**config.mk**
```make
export PLATFORM = sky130hd
export DESIGN_NAME = bcd_serial_add_ctrl
export DESIGN_NICKNAME = d
export VERILOG_FILES = /design/src/rtl/bcd_serial_add_ctrl.sv
export SDC_FILE = /design/constraint.sdc
export NUM_CORES = 1
export LEC_CHECK = 0
export ABC_AREA = 1
export ABC_CLOCK_PERIOD_IN_PS = 5900
export CAP_MARGIN = 20
export CORE_ASPECT_RATIO = 0.6
export CORE_MARGIN = 1.5
export CORE_UTILIZATION = 57
export CTS_BUF_LIST = sky130_fd_sc_hd__clkbuf_4 sky130_fd_sc_hd__clkbuf_8
export CTS_CLUSTER_DIAMETER = 120
export CTS_CLUSTER_SIZE = 12
export DETAILED_ROUTE_END_ITERATION = 6
export HOLD_SLACK_MARGIN = 0.15
export PLACE_DENSITY = 0.88
export SLEW_MARGIN = 20
export SYNTH_ARGS = -nofsm -noshare
export SYNTH_HDL_FRONTEND = slang
export SYNTH_SLANG_ARGS = --single-unit
```
**constraint.sdc**
```tcl
create_clock -name clk -period 5.9 [get_ports clk]
set_input_delay 0.885 -clock clk [delete_from_list [all_inputs] [get_ports clk]]
set_output_delay 0.885 -clock clk [all_outputs]
set_load 0.05 [all_outputs]
```
**src/rtl/bcd_serial_add_ctrl.sv**
```systemverilog
// bcd_serial_add_ctrl: steps one shared BCD digit adder over NDIG packed digits, least-significant digit first
module bcd_serial_add_ctrl #(
  parameter int NDIG = 4
) (
  input  logic              clk,
  input  logic              rst_n,
  input  logic              in_valid,
  output logic              in_ready,
  input  logic [4*NDIG-1:0] a,
  input  logic [4*NDIG-1:0] b,
  input  logic              cin,
  output logic              out_valid,
  input  logic              out_ready,
  output logic [4*NDIG-1:0] sum,
  output logic              cout,
  output logic              err,
  output logic              busy
);
  localparam int IW = NDIG > 1 ? $clog2(NDIG) : 1;
  typedef enum logic [1:0] {IDLE, ADD, DONE} state_t;
  state_t state, state_nx;
  logic [NDIG-1:0][3:0] a_r, b_r, sum_r;
  logic [IW-1:0] idx;
  logic carry, last, accept, c_nx;
  logic [3:0] a_d, b_d, digit;
  logic [4:0] t, tc;
  assign accept = state == IDLE && in_valid;
  assign last = idx == IW'(NDIG - 1);
  assign a_d = a_r[idx];
  assign b_d = b_r[idx];
  assign t = {1'b0, a_d} + {1'b0, b_d} + {4'd0, carry};
  assign tc = t + 5'd6;
  assign c_nx = t > 5'd9;
  assign digit = c_nx ? tc[3:0] : t[3:0];
  assign in_ready = state == IDLE;
  assign out_valid = state == DONE;
  assign busy = state != IDLE;
  assign sum = sum_r;
  always_ff @(posedge clk)
    state <= !rst_n ? IDLE : state_nx;
  always_comb
    state_nx = accept ? ADD :
               (state == ADD && last) ? DONE :
               (state == DONE && out_ready) ? IDLE : state;
  always_ff @(posedge clk)
    if (!rst_n) begin
      a_r <= '0;
      b_r <= '0;
      sum_r <= '0;
      carry <= 1'b0;
      idx <= '0;
      cout <= 1'b0;
      err <= 1'b0;
    end else if (accept) begin
      a_r <= a;
      b_r <= b;
      carry <= cin;
      idx <= '0;
      sum_r <= '0;
      cout <= 1'b0;
      err <= 1'b0;
    end else if (state == ADD) begin
      sum_r[idx] <= digit;
      carry <= c_nx;
      idx <= last ? '0 : idx + 1'b1;
      err <= err | (a_d > 4'd9) | (b_d > 4'd9);
      cout <= last ? c_nx : cout;
    end
endmodule

```
## Word-level counts from Yosys, hierarchy flattened

Cells that the tools add are included.

- Add/subtract/negate cells: 4
- Order comparisons: 5
- Equal/unequal tests: 3
- Muxes and demuxes: 14
- Bitwise operators: 3
- Reduce and logical (&&, ||, !) cells: 11

Operators by type and width:

| cell | count |
|---|---|
| binary-select mux 4 bit (select 2 bit) | 2 |
| bitwise mux 16 bit | 1 |
| two-way mux 4 bit | 4 |
| demux 4 bit (select 2 bit) | 1 |
| > comparator 4 bit (second input constant) | 2 |
| two-way mux 2 bit | 3 |
| nonzero test 2 bit | 3 |
| adder 4 x 4 -> 5 bit | 1 |
| adder 5 x 1 -> 5 bit | 1 |
| > comparator 5 x 4 -> 1 bit (second input constant) | 1 |
| adder 4 x 3 -> 4 bit (second input constant) | 1 |
| equality test 2 bit (second input constant) | 2 |
| logical AND 1 bit | 4 |
| less-than comparator 2 x 3 -> 1 bit (second input constant) | 1 |
| two-way mux 1 bit | 3 |
| nonzero test 3 bit | 1 |
| adder 2 x 1 -> 2 bit (second input constant) | 1 |
| equality test 2 x 1 -> 1 bit (second input constant) | 1 |
| greater-or-equal comparator 2 x 1 -> 1 bit (second input constant) | 1 |
| logical NOT 2 bit | 1 |
| OR 1 bit | 2 |
| AND reduction 2 bit | 1 |
| OR reduction 2 bit | 1 |
| NOT 1 bit | 1 |

- Register bits after elaboration: 55
- Input bits: 37
- Output and inout bits: 21
- Word-level logic and storage cells: 58

## Longest topological paths before layout

Gate-level depths: netlist of the first run.

- Depth in word-level cells: 7
- Gate-level depth with buffers: 21

## Least setup slack after synthesis of the first run

No wires, ideal clock.

- Kind: reg2reg
- Start point: reg idx[0]
- End point: reg sum_r, in the netlist sum[15]
- Library setup time: 0.109 ns
- Data arrival time: 2.789 ns
- Slack: 3.002 ns
- Cell stages (with the launch flop): 19
- Buffers on the path: 2
- Period minus slack after synthesis: 2.898 ns
- Cells stage by stage: dfxtp_1 buf_6 inv_4 buf_4 o21ai_0 o22ai_1 fa_1 fa_1 inv_1 ha_1 inv_1 nor2_1 a21oi_4 nand2_4 nand2_8 nand2_4 nand3_1 nand2_1 inv_1

- Word-level cells in the longest chain between the ends: 7
- Elaborated cells between the ends (all ways): 15
- Those cells by class: add/sub (3); order compare (3); mux (8); reduce/logical (1)

Ends and longest elaborated chain:

| element | RTL line | source |
|---|---|---|
| from (decl) | 23 | `logic [IW-1:0] idx;` |
| from (signal assigned) | 65 | `idx <= last ? '0 : idx + 1'b1;` |
| binary-select mux 4 bit (select 2 bit), on equally long branches | 29, 30 |  |
| two-way mux 4 bit, on equally long branches | 29, 30 |  |
| adder 4 x 4 -> 5 bit | 31 | `assign t = {1'b0, a_d} + {1'b0, b_d} + {4'd0, carry};` |
| adder 5 x 1 -> 5 bit | 31 |  |
| adder 4 x 3 -> 4 bit / > comparator 5 x 4 -> 1 bit (equally long branches) | 32, 33 |  |
| two-way mux 4 bit | 34 | `assign digit = c_nx ? tc[3:0] : t[3:0];` |
| bitwise mux 16 bit * | 63 | `sum_r[idx] <= digit;` |
| to (signal, indexed assignment) | 63 |  |
| to (decl) | 22 | `logic [NDIG-1:0][3:0] a_r, b_r, sum_r;` |

Mark *: on every way between the ends. The rest lies on a longest branch, timed or not. The select of a mux whose other input is x is not followed.
A chain may end at the register's enable or synchronous reset.

## Final worst setup path of the first run

- Start point: reg idx[0]
- End point: reg sum_r, in the netlist sum[13]

The elaborated chain is that of the path after synthesis.

==> results of run 1 <==
## worst max-delay path by stage
stage	start	end	slack (ps)	cells past startpoint
floorplan	idx[0]	sum[15]	3000	18
global placement	idx[0]	sum[13]	2560	16
detailed placement	idx[0]	sum[13]	2360	16
CTS	idx[0]	sum[13]	2350	16
global route	idx[0]	sum[13]	2060	16
finish	idx[0]	sum[13]	2280	16
## through the flow
step / setup WS, ps / area [µm²] / utilization, % / hold WS (ps)
final: 2280 / 3410 / 73.5 / 475
after global routing: 2060 / 3410 / 73.5 / 503
after CTS: 2350 / 3410 / 73.5 / 479
after detailed placement: 2360 / 3310 / 71.5 / 465
after global placement: 2560 / 3310 / 71.5 / 454
after floorplan: 3000 / 2780 / - / 447
## worst max-delay path, stage by stage (launching register included)
cell,delay [ps]
dfxtp_1,770
inv_4,220
o21ai_0,210
o22ai_1,110
fa_1,460
fa_1,520
inv_1,160
ha_1,200
inv_1,60
nor2_1,170
a21oi_4,50
nand2_4,120
nand2_8,90
nand2_4,80
nand3_1,140
nand2_1,100
inv_1,40
## layer usage
metal,share of wire [%],track usage (%),vias up
met3,7.8,6.27,10
met1,49,37.3,1156
met2,41,40.0,98
met4,1.3,7.58,0
met5,0,0,-
li1,-,-,1326
## kinds of logic (layout without fill, tap and decap cells)
| kind of cell | count (synthesis) | after routing | synth area share [%] |
|---|---|---|---|
| AOI/OAI and AO/OA | 75 | 75 | 14.9 |
| DFF | 55 | 55 | 39.7 |
| adders and majority gates | 10 | 10 | 5.05 |
| and+or+nand+nor | 180 | 180 | 28.7 |
| buffers and inverters | 71 | 120 | 11.7 |
## power by group through the flow
stage | clock, µW | combinational (µW) | sequential, µW
floorplan | 0 | 207 | 424
global placement | 0 | 265 | 420
detailed placement | 0 | 279 | 421
CTS | 222 | 280 | 412
global route | 237 | 308 | 416
finish | 217 | 283 | 412
## cell type report
| cell class | count | area, µm² | area share [%] |
|---|---|---|---|
| Clock buffer | 5 | 68.8 | 2.02 |
| Multi-Input combinational cell | 265 | 1350 | 39.6 |
| Tap cell | 63 | 78.8 | 2.31 |
| Inverter | 54 | 206 | 6.06 |
| Sequential cell | 55 | 1100 | 32.3 |
| Clock inverter | 3 | 25.0 | 0.734 |
| Timing Repair Buffer | 58 | 578 | 17.0 |
## state kept, by name, indices dropped and copies added, names as in the netlist
name and count:
b_r 16, cout 1, carry 1, a_r 16, idx 2, state 2
sum 16, err 1
## placed cells by master (no fill, tap or decap), types with 5 or more instances in the layout
master           instances
o21ai_1                 32
o21ai_0                 11
a21oi_1                 24
clkbuf_8                 5
nand3_1                 27
ha_1                     8
nand2_1                 66
inv_1                   46
dfxtp_1                 55
nor2_1                  72
inv_2                    6
clkdlybuf4s50_1         57
==> impl_metrics.yaml, run 1 <==
grt:
  maximum_number_of_pins_on_one_net_before_global_route_repair: 40
  overflow_after_grt: 0
  antenna_violations_before_repair: 0
  globalRouteTotalUtil_pct: 26.2
  first_global_vias: 2364
  grt_pass1_wl_mm: 10.8
critical_path:
  worstReg2RegStart: "idx[0]"
  worst_ep_arrival_time_ps: 3860
  worst-r2r-setup-slack_ps: 2280
  critPathKind: "reg2reg"
  timing.critical_path.from_type: "flip-flop"
  timing.rr.end: "sum[13]"
  critPathMaxFanout: 21
  reg2regPathDepth: 16
  critPathRequiredTime_ps: 6140
  cp-end-kind: "flip-flop"
timing:
  layout_worst_path_cycle_share_pct: 61.3
  grt_setup_unrepaired: "no"
  fmaxAchievable_ghz: 0.276
  report.final.slew_viol_count: 0
  setup-tns-final_ps: 0
  finalHoldViolCount: 0
  tightestPinTransition_ps: 999
  setup-violations-final: 0
  period_minus_slack_ps: 3620
  fin_worst_skew_ps: 14.7
  timing.max_slew.rel_slack_pct: 33.2
clocking:
  cts.hold.buffers_added: 0
  post_cts_setup_inserts: 0
  clock_path_buffers: 2
  cts-resized-gates: 0
  tritoncts_clock_tree: "done"
  insertion_delay_of_the_later_clocked_pin_in_the_worst_skew_pair_ps: 330
  root_driver: "clkbuf_8"
  htree_levels: 2
  numClockSinks: 55
  clock_pin_transition_on_the_worst_setup_and_hold_timing_paths_ps: 110
  cts_buffers: 5
placed_design:
  placed_cells: 495
  numPortBuffers: 57
  place_hpwl_mm: 5.04
  gp_routability_congestion: 0.911
layout:
  drive_gt1_share_pct: 8.41
  filler_cell_count: 354
  finalNonFillerCells: 503
  layout-area-overhead-vs-synth_pct: 22.8
  antennaDiodeCount: 0
  net_count_reported_at_finish: 486
yosys:
  syn_area_um2: 2780
  synth_top_area_share_pct: 39.7
  ys_seq_area_share_pct: 39.7
  yosysWarnings: 0
  synth_commonest_cells: "nor2_1 (72), nand2_1 (66), dfxtp_1 (55), inv_1 (46), o21ai_1 (32)"
  synth-seq-cells: 55
  yosys.cell_types.count: 26
  mean_syn_cell_area_um2: 7.10
  postSynthNetCount: 438
  synth.area.top_cells: "dfxtp_1 (40%), nor2_1 (9.7%), nand2_1 (8.9%)"
  ys_async_sr_fraction_pct: 0
  synth-edff-count: 0
  synth_largest_area_cell: "dfxtp_1"
  synth_most_common_cell: "nor2_1"
  ys.flop_type: "dfxtp_1"
  syn_inst: 391
floorplan:
  floorplan.initialDensity_pct: 59.9
  core_area_um2: 4640
  die_ar_um2: 5310
  die_h_um: 57.1
  std_cell_rows: 19
  ios: 58
  die_w_um: 93.1
pwr:
  power.static_leakage_uw: 0.00151
  peak_ir_drop_on_the_vdd_network_v: 0.000171
  power.share.switching_pct: 35.8
  power.density_cell_area_nw_per_um2: 268
  netSwitchingPower_uw: 327
  clkPwrFrac_pct: 23.8
  cellInternalPower_uw: 586
  p_total_uw: 913
  power.combinational.fraction_pct: 31.0
  power_frac_seq_pct: 45.2
routing:
  drtIter0Drc: 210
  detail_route.vias_per_cell: 5.15
  postRouteWirelength_mm: 6.57
  dr_total_vias: 2590
  drt_drc_violations_left: 0
  antenna_violating_nets_post_route: 0
  wl_per_cell_um: 13.1
  drt-pass1-iter-count: 5
flow_run:
  cap_viol_max_count: 0
hold_path:
  timing.hold.worst_path_depth: 2
  worstHoldStart: "sum[0]"
  holdCritPathClass: "reg2reg"
  holdPathEnd: "sum[0]"
run_status:
  outcome: "complete, no violations"
No activity file was read; power rests on OpenSTA's default activity.
==> run 2, diff against run 1 <==
Settings changed: ABC_CLOCK_PERIOD_IN_PS 5900 to 3300, CORE_UTILIZATION 57 to 48, PLACE_DENSITY 0.88 to 0.79.
Clock period 5.9 ns to 3.3 ns, I/O delays scaled along.
==> run 2 against run 1 <==
Compared with the run above:
- routed wire length fell by 1.4%
- flip-flop and latch count did not move
- register-to-register slack got worse by 2100 ps
- largest power group unchanged
- clock power rose by 110%
- highest routed layer unchanged
==> impl_metrics.yaml, run 2 (same netlist as run 1, synthesis figures left out) <==
clocking:
  insertion_delay_of_the_later_clocked_pin_in_the_worst_skew_pair_ps: 300
  cts-resized-gates: 0
  tritoncts_clock_tree: "done"
  clock_pin_transition_on_the_worst_setup_and_hold_timing_paths_ps: 90
  root_driver: "clkbuf_8"
  htree_levels: 2
  cts.hold.buffers_added: 0
  clock_path_buffers: 2
  cts_buffers: 5
  post_cts_setup_inserts: 0
  numClockSinks: 55
layout:
  final_common_cell: "nor2_1"
  filler_cell_count: 516
  finalNonFillerCells: 523
  layout-area-overhead-vs-synth_pct: 25.3
  final_cell_mix: "nor2_1 (72), nand2_1 (66), clkdlybuf4s50_1 (57), dfxtp_1 (53), inv_1 (46)"
  drive_gt1_share_pct: 9.48
  post_route_standard_cell_area_excluding_fillers_um2: 3480
  antennaDiodeCount: 0
  net_count_reported_at_finish: 489
floorplan:
  die_h_um: 61.9
  std_cell_rows: 21
  ios: 58
  core_area_um2: 5570
  floorplan.initialDensity_pct: 49.8
  die_ar_um2: 6260
  die_w_um: 101
critical_path:
  cpMostUsedCell: "inv_1"
  critPathKind: "reg2reg"
  critical-path-slowest-cell: "fa_1"
  cp_cell_sequence: "buf_4 > o21ai_0 > o22ai_1 > fa_1 > fa_1 > inv_1 > ha_1 > inv_1 > nor2_1 > a21oi_4 > nand2_4 > nand2_8 > nand2_4 > nand3_1 > nand2_1 > inv_1"
  timing.critical_path.from_type: "flip-flop"
  slowest_delay_ps: 510
  worst_ep_arrival_time_ps: 3350
  cp-end-kind: "flip-flop"
  critPathMaxFanout: 13
  critPathRequiredTime_ps: 3510
routing:
  drtIter0Drc: 234
  postRouteWirelength_mm: 6.48
  dr_total_vias: 2608
  drt_drc_violations_left: 0
  drt-pass1-iter-count: 4
  detail_route.vias_per_cell: 4.99
  antenna_violating_nets_post_route: 0
  wl_per_cell_um: 12.4
timing:
  timing.max_slew.rel_slack_pct: 47.9
  layout_worst_path_cycle_share_pct: 95.1
  final.setup.worst_slack_ps: 161
  setup-tns-final_ps: 0
  tightestPinTransition_ps: 780
  grt_setup_unrepaired: "no"
  finalHoldViolCount: 0
  report.final.slew_viol_count: 0
  period_minus_slack_ps: 3140
  setup-violations-final: 0
  fin_worst_skew_ps: 5.56
  fmaxAchievable_ghz: 0.319
grt:
  maximum_number_of_pins_on_one_net_before_global_route_repair: 36
  antenna_violations_before_repair: 0
  first_global_vias: 2307
  globalRouteTotalUtil_pct: 21.5
  grt_pass1_wl_mm: 10.5
  overflow_after_grt: 0
placed_design:
  numPortBuffers: 57
  dpl_worst_slack_ps: 135
  placed_cells: 515
  place_hpwl_mm: 5.10
  gp_routability_congestion: 0.866
  placement.cell_area_um2: 3360
flow_run:
  cap_viol_max_count: 0
pwr:
  power.density_cell_area_nw_per_um2: 493
  p_total_uw: 1710
  power.static_leakage_uw: 0.00154
  peak_ir_drop_on_the_vdd_network_v: 0.000317
hold_path:
  holdCritPathClass: "reg2reg"
run_status:
  outcome: "complete, no violations"
-- run 2: changes by cell type in the layout (fill, tap and decap cells not counted), sizes merged --
cell and delta:
clkbuf +1, buf +3, bufinv +1, inv -2, clkinvlp -1, clkinv +1
-- run 2: metrics by stage --
step / hold WS (ps) / utilization (%)
2_1_floorplan: 447 / -
3_3_place_gp: 458 / 60.3
3_5_place_dp: 459 / 60.3
4_1_cts: 472 / 62.4
5_1_grt: 493 / 62.4
6_report: 470 / 62.4
-- run 2: path summary, 6_finish.rpt --
kind,startpoint,end,slack (ps),depth (start not counted)
setup / recovery,idx[0],sum[13],160,16
hold reg to reg,sum[12],sum[12],470,2
hold / removal,sum[12],sum[12],470,2
setup reg to reg,idx[0],sum[13],160,16
-- run 2: area by class of cell --
cell class / count / area, µm² / area share [%]
clock inverter: 2 / 35.0 / 1.01
inverter: 54 / 206 / 5.94
sequential: 55 / 1100 / 31.7
multi-input combinational: 265 / 1350 / 38.8
timing repair buffer: 61 / 601 / 17.3
clock buffer: 6 / 82.6 / 2.37
tap: 80 / 100 / 2.88
-- run 2: critical path: cells and delay by family (launching register included) --
| family | cells | cell delay [ps] |
|---|---|---|
| flops | 1 | 370 |
| compound gates | 3 | 350 |
| fa+ha+maj | 3 | 1150 |
| simple gates | 6 | 720 |
| buf+inv | 4 | 450 |
-- run 2: per-layer routing --
metal | share of wire, % | up-vias | wire [µm] | GRT usage [%]
met5 | 0 | - | 0 | 0
met4 | 1.2 | 0 | 81 | 5.36
met3 | 8.4 | 12 | 547 | 6.26
met2 | 41 | 109 | 2690 | 32.0
met1 | 49 | 1155 | 3170 | 30.8
li1 | - | 1332 | - | -
-- run 2: power breakdown --
| part | switching, µW | leakage (µW) | internal, µW |
|---|---|---|---|
| sequential | 27.0 | 0.000453 | 707 |
| clock | 213 | 0.0000612 | 246 |
| combinational | 332 | 0.00103 | 188 |
| total | 573 | 0.00154 | 1140 |
==> run 3, diff against run 2 <==
Settings changed: CELL_PAD_IN_SITES_DETAIL_PLACEMENT from default to 1, CELL_PAD_IN_SITES_GLOBAL_PLACEMENT from default to 1, CORE_UTILIZATION 48 to 34, PLACE_DENSITY 0.79 to default, PLACE_DENSITY_LB_ADDON from default to 0.1.
==> run 3 against run 2 <==
Compared with the run above:
- flip-flop and latch count unchanged
- clock skew increased by 3.4 ps
- register-to-register slack improved by 90 ps
- core utilization decreased by 18 points
- worst hold slack got worse by 4.8 ps
- maximum frequency increased by 3.0%
- global-route usage decreased by 2.7 points
- cell area increased by 0.83%
- critical endpoint is now sum[14]
- largest cell class unchanged
- highest routed layer unchanged
- largest power group unchanged
==> impl_metrics.yaml, run 3 (same netlist as run 1, synthesis figures left out) <==
run_status:
  outcome: "complete, no violations"
pwr:
  power.density_cell_area_nw_per_um2: 477
  power.static_leakage_uw: 0.00154
  peak_ir_drop_on_the_vdd_network_v: 0.000165
grt:
  grt_pass1_wl_mm: 12.9
  antenna_violations_before_repair: 0
  globalRouteTotalUtil_pct: 18.8
  first_global_vias: 2568
  overflow_after_grt: 0
  grt_util_met2_pct: 27.7
  grt_util_met1_pct: 28.4
  maximum_number_of_pins_on_one_net_before_global_route_repair: 36
  grt_busiest_layer: "met1"
  grt.met3_usage_pct: 4.14
critical_path:
  cp_cell_sequence: "buf_4 > o21ai_0 > o22ai_1 > fa_1 > fa_1 > inv_1 > ha_1 > inv_1 > nor2_2 > a21oi_4 > nand2_4 > nand3_2 > nand3_1 > nand2_1 > inv_1"
  cp-end-kind: "flip-flop"
  worst-r2r-setup-slack_ps: 250
  slowest_delay_ps: 590
  critPathRequiredTime_ps: 3510
  critPathKind: "reg2reg"
  critical-path-slowest-cell: "fa_1"
  reg2regPathDepth: 15
  timing.critical_path.from_type: "flip-flop"
  critPathMaxFanout: 16
  cpMostUsedCell: "inv_1"
  timing.rr.end: "sum[14]"
  worstReg2RegStart: "idx[0]"
  worst_ep_arrival_time_ps: 3260
clocking:
  insertion_delay_of_the_later_clocked_pin_in_the_worst_skew_pair_ps: 300
  htree_levels: 2
  cts_buffers: 5
  clock_pin_transition_on_the_worst_setup_and_hold_timing_paths_ps: 100
  numClockSinks: 55
  root_driver: "clkbuf_8"
  clock_path_buffers: 2
  tritoncts_clock_tree: "done"
  cts.hold.buffers_added: 0
timing:
  tightestPinTransition_ps: 765
  setup-tns-final_ps: 0
  setup-violations-final: 0
  layout_worst_path_cycle_share_pct: 92.3
  report.final.slew_viol_count: 0
  fmaxAchievable_ghz: 0.328
  timing.max_slew.rel_slack_pct: 48.9
  grt_setup_unrepaired: "no"
  fin_worst_skew_ps: 8.93
  finalHoldViolCount: 0
  final.setup.worst_slack_ps: 252
  period_minus_slack_ps: 3050
hold_path:
  timing.hold.worst_path_depth: 2
  holdPathEnd: "sum[0]"
  holdCritPathClass: "reg2reg"
  worstHoldStart: "sum[0]"
floorplan:
  core_area_um2: 7880
  std_cell_rows: 25
  die_w_um: 120
  die_h_um: 73.0
  die_ar_um2: 8730
  floorplan.initialDensity_pct: 35.2
  ios: 58
routing:
  dr_total_vias: 2536
  antenna_violating_nets_post_route: 0
  drt_drc_violations_left: 0
  drt-pass1-iter-count: 4
  detail_route.vias_per_cell: 4.59
  drtIter0Drc: 149
  wl_per_cell_um: 13.8
  postRouteWirelength_mm: 7.59
placed_design:
  numPortBuffers: 57
  gp_routability_congestion: 0.834
  dpl_worst_slack_ps: 221
  place_hpwl_mm: 5.96
layout:
  antennaDiodeCount: 0
  final_cell_mix: "nor2_1 (71), nand2_1 (66), clkdlybuf4s50_1 (57), dfxtp_1 (55), inv_1 (46)"
  drive_gt1_share_pct: 9.46
  final_common_cell: "nor2_1"
  net_count_reported_at_finish: 490
  layout-area-overhead-vs-synth_pct: 26.3
  filler_cell_count: 1033
  final_core_utilization_pct: 44.5
flow_run:
  cap_viol_max_count: 0
[run 3: cell count changes in the layout (fill, tap and decap cells not counted), sizes merged]
cell	change
clkbuf	+2
buf	+1
bufinv	-1
clkinv	-1
[run 3: cell type report]
class                   count  area, µm²  share of cell area, %
well taps                 108        135                   3.85
flip-flops and latches     55       1100                   31.4
inverters                  54        206                   5.89
multi-input cells         265       1350                   38.6
clock buffers               8        104                   2.96
repair buffers             62        608                   17.3
[run 3: where the power goes]
group	internal, µW	switching, µW	total, µW
clock	200	211	411
combinational	190	338	529
sequential	707	27.9	735
total	1100	577	1670
[run 3: worst max path at each step]
stage	start	to	depth (start not counted)
floorplan	idx[0]	sum[15]	18
global placement	idx[0]	sum[13]	16
detailed placement	idx[0]	sum[13]	16
CTS	idx[0]	sum[13]	16
global route	idx[0]	sum[14]	15
finish	idx[0]	sum[14]	15
[run 3: timing repair]
action,4_1_cts,5_1_grt
setup endpoints to repair,0,3
buffers inserted,0,0
endpoints found under the hold margin,0,0
resized for setup,0,1
[run 3: per-stage QoR]
stage | hold WS [ps] | cell area [µm²] | cells | power (µW)
6_report | 465 | 3510 | 552 | 1670
2_1_floorplan | 447 | 2780 | 391 | 1130
4_1_cts | 470 | 3500 | 552 | 1690
3_5_place_dp | 455 | 3400 | 544 | 1270
5_1_grt | 492 | 3510 | 552 | 1780
3_3_place_gp | 454 | 3400 | 544 | 1260
[run 3: worst max-delay path: cells and delay by family, from the launching register on]
family                     cells  cell delay (ps)
DFF                            1              350
AOI/OAI and AO/OA              3              410
buffers and inverters          4              450
and+or+nand+nor                5              490
adders and majority gates      3             1260
[run 3: routing by layer]
metal	routed length [µm]	up-vias
li1	-	1328
met1	4370	1167
met2	2910	39
met3	278	2
met4	27	0
met5	0	-
